File: src/rtl/sram_arb_pkg.sv
// Shared types and defaults for the two-client SRAM arbiter.
package sram_arb_pkg;

    localparam int ADDR_W_DEF = 4;
    localparam int DATA_W_DEF = 8;

    typedef enum logic [1:0] {
        ST_IDLE  = 2'd0,
        ST_WRITE = 2'd1,
        ST_READ  = 2'd2,
        ST_RESP  = 2'd3
    } state_t;

endpackage

File: src/rtl/sram_arb_2port_rr_arb2.sv
// Two-way winner select. Round-robin with a 1-bit pointer by default;
// fixed priority to client 0 when SRAM_ARB_FIXED_PRIO_EN is defined.
module rr_arb2 (
    input  logic       clk,
    input  logic       rst,
    input  logic [1:0] req,
    input  logic       arb_en,
    output logic       grant,
    output logic       winner,
    output logic       ptr
);

    assign grant = arb_en && (req != 2'b00);

`ifdef SRAM_ARB_FIXED_PRIO_EN
    assign winner = ~req[0];

    // No rotation in this mode; ptr is kept only as a constant debug view.
    always_ff @(posedge clk or posedge rst) begin
        if (rst) ptr <= 1'b0;
        else     ptr <= 1'b0;
    end
`else
    // On a conflict the pointer's client wins; a lone requester always wins.
    always_comb begin
        if (req[0] && req[1]) winner = ptr;
        else                  winner = req[1];
    end

    always_ff @(posedge clk or posedge rst) begin
        if (rst)        ptr <= 1'b0;
        else if (grant) ptr <= ~winner;
    end
`endif

endmodule

File: src/rtl/sram_arb_2port.sv
// Two-client arbiter in front of a single-port registered-read SRAM.
// Optional build macro: SRAM_ARB_FIXED_PRIO_EN (fixed priority instead of round-robin).
module sram_arb_2port
    import sram_arb_pkg::*;
#(
    parameter int ADDR_W = ADDR_W_DEF,
    parameter int DATA_W = DATA_W_DEF
) (
    input  logic              clk,
    input  logic              rst,
    input  logic              req0,
    input  logic              req1,
    input  logic              rw0,
    input  logic              rw1,
    input  logic [ADDR_W-1:0] addr0,
    input  logic [ADDR_W-1:0] addr1,
    input  logic [DATA_W-1:0] wdata0,
    input  logic [DATA_W-1:0] wdata1,
    output logic              gnt0,
    output logic              gnt1,
    output logic              rvalid0,
    output logic              rvalid1,
    output logic [DATA_W-1:0] rdata,
    output logic              we,
    output logic              en,
    output logic [ADDR_W-1:0] w_addr,
    output logic [ADDR_W-1:0] r_addr,
    output logic [DATA_W-1:0] data_w,
    input  logic [DATA_W-1:0] data_r,
    output state_t            dbg_state,
    output logic              dbg_ptr
);

    // Handshake: a client holds reqN (with rw/addr/wdata) until it sees gntN;
    // gntN is the acceptance pulse, and a read returns one rvalidN pulse later.
    state_t            state, state_nx;
    logic              lat_id;
    logic [ADDR_W-1:0] lat_addr;
    logic [DATA_W-1:0] lat_wdata;
    logic [DATA_W-1:0] rdata_hold;
    logic              arb_grant;
    logic              arb_winner;
    logic              sel_rw;

    rr_arb2 u_arb (
        .clk    (clk),
        .rst    (rst),
        .req    ({req1, req0}),
        .arb_en (state == ST_IDLE),
        .grant  (arb_grant),
        .winner (arb_winner),
        .ptr    (dbg_ptr)
    );

    assign sel_rw = arb_winner ? rw1 : rw0;

    always_ff @(posedge clk or posedge rst) begin
        if (rst) state <= ST_IDLE;
        else     state <= state_nx;
    end

    always_comb begin
        state_nx = state;
        case (state)
            ST_IDLE:  if (arb_grant) state_nx = sel_rw ? ST_WRITE : ST_READ;
            ST_WRITE: state_nx = ST_IDLE;
            ST_READ:  state_nx = ST_RESP;
            ST_RESP:  state_nx = ST_IDLE;
            default:  state_nx = ST_IDLE;
        endcase
    end

    // Only the winner's fields are captured; the loser's stay on its own bus.
    always_ff @(posedge clk or posedge rst) begin
        if (rst) begin
            lat_id     <= 1'b0;
            lat_addr   <= '0;
            lat_wdata  <= '0;
            rdata_hold <= '0;
        end else begin
            if (arb_grant) begin
                lat_id    <= arb_winner;
                lat_addr  <= arb_winner ? addr1 : addr0;
                lat_wdata <= arb_winner ? wdata1 : wdata0;
            end
            if (state == ST_RESP) rdata_hold <= data_r;
        end
    end

    always_comb begin
        we      = 1'b0;
        en      = 1'b0;
        gnt0    = 1'b0;
        gnt1    = 1'b0;
        rvalid0 = 1'b0;
        rvalid1 = 1'b0;
        rdata   = rdata_hold;
        case (state)
            ST_WRITE: begin
                we   = 1'b1;
                gnt0 = ~lat_id;
                gnt1 = lat_id;
            end
            ST_READ: begin
                en   = 1'b1;
                gnt0 = ~lat_id;
                gnt1 = lat_id;
            end
            ST_RESP: begin
                rvalid0 = ~lat_id;
                rvalid1 = lat_id;
                rdata   = data_r;
            end
            default: ;
        endcase
    end

    assign w_addr    = lat_addr;
    assign r_addr    = lat_addr;
    assign data_w    = lat_wdata;
    assign dbg_state = state;

endmodule
File: config.mk
export PLATFORM = sky130hd
export DESIGN_NAME = sram_arb_2port
export DESIGN_NICKNAME = d
export VERILOG_FILES = /design/src/rtl/sram_arb_pkg.sv /design/src/rtl/sram_arb_2port_rr_arb2.sv /design/src/rtl/sram_arb_2port.sv
export SDC_FILE = /design/constraint.sdc
export NUM_CORES = 1
export LEC_CHECK = 0
export CAP_MARGIN = 20
export CORE_ASPECT_RATIO = 1.75
export CORE_UTILIZATION = 28
export CTS_CLUSTER_SIZE = 20
export DETAILED_ROUTE_END_ITERATION = 8
export SETUP_SLACK_MARGIN = 0.05
export SKIP_LAST_GASP = 1
export SLEW_MARGIN = 20
export SYNTH_ARGS = -nofsm -noshare
export SYNTH_HDL_FRONTEND = slang
export SYNTH_SLANG_ARGS = --single-unit
File: constraint.sdc
create_clock -name clk -period 3.2 [get_ports clk]
set_input_delay 0.96 -clock clk [delete_from_list [all_inputs] [get_ports clk]]
set_output_delay 0.96 -clock clk [all_outputs]
set_load 0.02 [all_outputs]
==> metrics, run 1 <==
status=finished, final reports clean; Primary FF master, synth=dfrtp_1; RSZ-0062 raised after global routing=false; Placed Area=0.00187 mm2; Crit. End Element=output pin; CP arrival=2.17 ns; Via density=4.76; worst-margin pin slew=1.02 ns; Syn Area/Cell=12.5 um2; Layout fillers=360; IO Pins=71; H-tree Lvls=1; Syn Nets=136; Final Hold Viols=0; Final #Nets=203; total power=1.98 mW; Clock Sinks=24; design area=0.00196 mm2; Cells after DPL=204; Crit path max-delay family=buffers and inverters; critical path fanouts, max=2; worst clock skew=0.00389 ns; synthesized netlist cell count=94; Post-synth EDFFs=0; die width=50.9 um; Buffers on Ports=70; post-layout util=49.7%; global-route usage over all layers=15.3%; clock buffer depth=2; vias post-DR=990; pre-CTS WS=0.0307 ns; compound-gate portion of the synthesized area=17.1%; Hold Crit Class=reg2reg; cts bufs inserted=3; Slew Viols, Final=0; Final Cycle Share=97.7%; max_cap viols=0; Area contributors post-synth=dfrtp_1 (51%), a221o_1 (7.7%), mux2_2 (7.7%); Seq cells post-synth=24; first-pass GRT wire length=5.03 mm; number of global-route vias before repair=1050; wire per inst=15.2 um; Initial Util=29.7%; Fin Hold WS=0.503 ns; most numerous cell in the Yosys netlist=dfrtp_1; dpl hpwl=2.37 mm; register area=601 um2; Achievable Freq=320 MHz; # setup viols final=0; ANT cells=0; Post-Syn Area=0.00117 mm2; Final GP Congestion=0.780; asr flop ratio synth=100%; Leak Pwr=0.860 nW; clock slew at reported path FFs=0.09 ns; peak supply drop=0.000519 V; area occupied by multi-input gates=498 um2; total setup buffers inserted after CTS=0; Worst setup SP type=primary input; mux share of post-synthesis cell area=7.69%; share of cells above drive strength 1=13.8%; Final Non-Filler Cells=208; critical path's most frequent cell=clkdlybuf4s50_1; main combinational cell family by area after synthesis=compound AO/OA/AOI/OAI gates; global route total overflow=0; area delta synth->final=67.1%; TNS Setup=0 ns; die area=0.00446 mm2; Worst Path Buf+Inv=2; CTS Root Cell=clkbuf_8; Final min period=3.13 ns; Slowest cell on crit path=clkdlybuf4s50_1; Yosys top cell area share=51.3%; Seq/Total Area, Yosys=51.3%; CP max stage delay=0.54 ns; Core Box Area=0.00394 mm2; Yosys top cell by area=dfrtp_1; Site Rows=30; total wire length=3.16 mm; synth warn=0; P per Cell Area=1010 mW/mm2; # DRC=0; Final Worst Setup Slack=0.0724 ns; Netlist cell types=27; largest net degree at the start of global routing=25; CTS tree=done; crit-path cells=clkdlybuf4s50_1 > mux2_2 > clkdlybuf4s50_1; kind of critical path=in2out; Synth top cells by count=dfrtp_1 (24), and2_1 (14), a221o_1 (9); Synth Area in XOR/XNOR=0%; TritonRoute pass-1 iters=4; Detailed Route Iter0 Violations=23; CP required=2.24 ns; initial antenna violation count=0; Simple-Gate Fraction of Synth Area=13.5%; Clock Latency Late Sink=0.27 ns; Slew headroom=31.7%; Final ANT Viol Nets=0; die height=87.6 um; adder-cell share of the synthesized area=4.27%
[worst reg2reg max path: stages (launching register included)]
cell,delay [ns]
dfrtp_1,0.44
inv_1,0.11
ha_1,0.32
nand2_1,0.09
a21oi_1,0.79
a221o_2,0.30
[cell families (layout without fill, tap and decap cells)]
group / after synthesis / in the layout
flip-flops: 24 / 24
AND/OR/NAND/NOR: 24 / 24
AO/OA/AOI/OAI: 22 / 22
buffers and inverters: 12 / 78
multiplexers: 8 / 8
adder cells (fa/ha/maj): 4 / 4
[cell usage in the layout, fill, tap and decap left out]
cell type        count
bufinv_16            1
a31oi_1              1
o21ai_2              1
and2_1              14
clkbuf_8             3
o41ai_1              1
clkdlybuf4s50_1     64
and4b_2              1
a21o_2               2
nor2b_1              3
and3_2               1
dfrtp_1             24
ha_1                 4
mux2_2               8
o31ai_1              1
nand2b_2             1
a221o_2              3
and3_4               1
a21oi_1              1
nor2_1               1
clkinv_1             1
nand3_1              1
a21boi_0             2
dlymetal6s2s_1       5
inv_1                3
dlygate4sd2_1        1
a211oi_1             1
a221o_1              9
nand2_1              1
[report_power, final]
| part | internal [mW] | switching (mW) |
|---|---|---|
| sequential | 0.452 | 0.0834 |
| combinational | 0.604 | 0.572 |
| clock | 0.167 | 0.101 |
| total | 1.22 | 0.756 |
[state kept, by name, summed over array words and instances, names as in the netlist]
signal and count:
lat_id 1, u_arb.ptr 1, r_addr 4, dbg_state 2, rdata_hold 8, data_w 8
[area by class of cell]
| class | count | share of cell area [%] |
|---|---|---|
| Clock buffer | 3 | 2.11 |
| Clock inverter | 1 | 1.53 |
| Inverter | 4 | 0.767 |
| Multi-Input combinational cell | 58 | 25.4 |
| Sequential cell | 24 | 30.7 |
| Tap cell | 48 | 3.07 |
| Timing Repair Buffer | 70 | 36.4 |
[final timing paths]
kind	cells after the start	slack, ns	startpoint	end
setup / recovery	3	0.07	data_r[7]	rdata[7]
hold / removal	1	0.50	rdata_hold[4]$_DFF_PP0_	rdata_hold[4]$_DFF_PP0_
setup reg to reg	5	1.09	dbg_state[0]$_DFFE_PP0P_	data_w[6]$_DFFE_PP0P_
hold reg to reg	1	0.50	rdata_hold[4]$_DFF_PP0_	rdata_hold[4]$_DFF_PP0_
max in group asynchronous	2	1.71	rst	u_arb.ptr$_DFFE_PP0P_
min in group asynchronous	2	1.07	rst	rdata_hold[4]$_DFF_PP0_
[routing by layer]
metal | global-route usage (%) | vias up | wire length [um]
li1 | - | 469 | -
met1 | 17.3 | 474 | 1190
met2 | 28.2 | 42 | 1760
met3 | 2.08 | 5 | 159
met4 | 6.06 | 0 | 51
met5 | 0 | - | 0
[timing repair]
action | CTS | global route
resized for setup | 1 | 5
setup endpoints to repair | 1 | 5
hold buffers | 0 | 0
Note: power is estimated with default switching activity, not from simulation.
==> run 2, diff against run 1 <==
RECOVER_POWER = 25   (was unset)
==> run 2 against run 1 <==
Effect of this change: routed wire length rose by 0.35%; non-clock buffer count unchanged; maximum frequency about the same; sequential power is essentially flat; global-route usage is the same; power fell by 0.40%; final cell count unchanged; cell area is the same; core utilization unchanged; flip-flop and latch count unchanged; largest cell class unchanged.
==> metrics, run 2 (synthesis results as in run 1) <==
Final min period=3.13 ns; Fin Hold WS=0.493 ns; Core Box Area=0.00394 mm2; Buffers on Ports=70; Final Non-Filler Cells=208; Clock Latency Late Sink=0.27 ns; worst-margin pin slew=1.02 ns; H-tree Lvls=1; CTS Root Cell=clkbuf_8; CP arrival=2.17 ns; P per Cell Area=1010 mW/mm2; Achievable Freq=320 MHz; clock buffer depth=2; peak supply drop=0.000519 V; Leak Pwr=0.862 nW; Slew headroom=32.1%; Initial Util=29.7%; commonest non-fill, non-tap cell in the layout=clkdlybuf4s50_1; IO Pins=71; Slew Viols, Final=0; Cells after DPL=204; # DRC=0; Via density=4.80; largest net degree at the start of global routing=25; TNS Setup=0 ns; Final Hold Viols=0; worst clock skew=0.00380 ns; wire per inst=15.3 um; status=finished, final reports clean; die area=0.00446 mm2; Final #Nets=203; max_cap viols=0; CP max stage delay=0.54 ns; kind of critical path=in2out; total setup buffers inserted after CTS=0; area occupied by multi-input gates=498 um2; Hold Crit Class=reg2reg; area delta synth->final=67.1%; global-route usage over all layers=15.3%; Final GP Congestion=0.780; ANT cells=0; RSZ-0062 raised after global routing=false; die width=50.9 um; highest-count cells in the layout ignoring fill and taps=clkdlybuf4s50_1 (61), dfrtp_1 (24), and2_1 (14), a221o_1 (9), dlymetal6s2s_1 (5); Layout fillers=360; Crit. End Element=output pin; total wire length=3.17 mm; TritonRoute pass-1 iters=4; Final ANT Viol Nets=0; die height=87.6 um; register area=601 um2; pre-CTS WS=0.0307 ns; crit-path cells=clkdlybuf4s50_1 > mux2_2 > clkdlybuf4s50_1; global route total overflow=0; first-pass GRT wire length=5.03 mm; cts bufs inserted=3; share of cells above drive strength 1=11.3%; CP required=2.24 ns; dpl hpwl=2.37 mm; Final Worst Setup Slack=0.0727 ns; Site Rows=30; vias post-DR=998; # setup viols final=0; critical path fanouts, max=2; Final Cycle Share=97.7%; total power=1.97 mW; Clock Sinks=24; Detailed Route Iter0 Violations=22; clock slew at reported path FFs=0.09 ns; Worst setup SP type=primary input; number of global-route vias before repair=1050; critical path's most frequent cell=clkdlybuf4s50_1; initial antenna violation count=0; Slowest cell on crit path=clkdlybuf4s50_1; CTS tree=done
==> run 2: final cells by class <==
cell class                 instances  share of cell area [%]
tap                               48                    3.07
sequential                        24                    30.7
clock buffer                       3                    2.11
multi-input combinational         58                    25.4
clock inverter                     1                    1.53
inverter                           4                   0.767
timing repair buffer              70                    36.4
==> run 2: final timing paths <==
| check | start | end | slack [ns] | cells past startpoint |
|---|---|---|---|---|
| worst max-delay path | data_r[7] | rdata[7] | 0.07 | 3 |
| worst min-delay path | rdata_hold[5]$_DFF_PP0_ | rdata_hold[5]$_DFF_PP0_ | 0.49 | 1 |
| worst max register to register | dbg_state[0]$_DFFE_PP0P_ | data_w[6]$_DFFE_PP0P_ | 1.09 | 5 |
| worst min register to register | rdata_hold[5]$_DFF_PP0_ | rdata_hold[5]$_DFF_PP0_ | 0.49 | 1 |
| max in group asynchronous | rst | u_arb.ptr$_DFFE_PP0P_ | 1.57 | 2 |
| min in group asynchronous | rst | rdata_hold[4]$_DFF_PP0_ | 1.21 | 2 |
==> run 2: timing repair <==
action	4_1_cts	5_1_grt
pin swaps	0	0
hold endpoints to repair	0	0
gates resized for setup	1	5
hold buffers	0	0
setup endpoints to repair	1	5
gates cloned	0	0
==> run 2: power breakdown <==
| part | internal, mW | switching (mW) |
|---|---|---|
| Sequential | 0.452 | 0.0832 |
| Combinational | 0.595 | 0.573 |
| Clock | 0.167 | 0.101 |
==> run 2: metal layers <==
layer / wire length [um] / global-route usage [%] / vias up
li1: - / - / 469
met1: 1210 / 17.3 / 483
met2: 1760 / 28.2 / 41
met3: 152 / 2.08 / 5
met4: 51 / 6.06 / 0
met5: 0 / 0 / -
==> run 2: worst max-delay path: cells and delay by family <==
kind     cells  cell delay, ns
buf+inv      2            0.93
mux          1            0.27
==> run 2: through the flow <==
step	cell area [um2]	utilization [%]
after detailed placement	1870	47.6
after CTS	1940	49.3
after global placement	1870	47.6
after global routing	1960	49.7
after floorplan	1170	-
final	1960	49.7
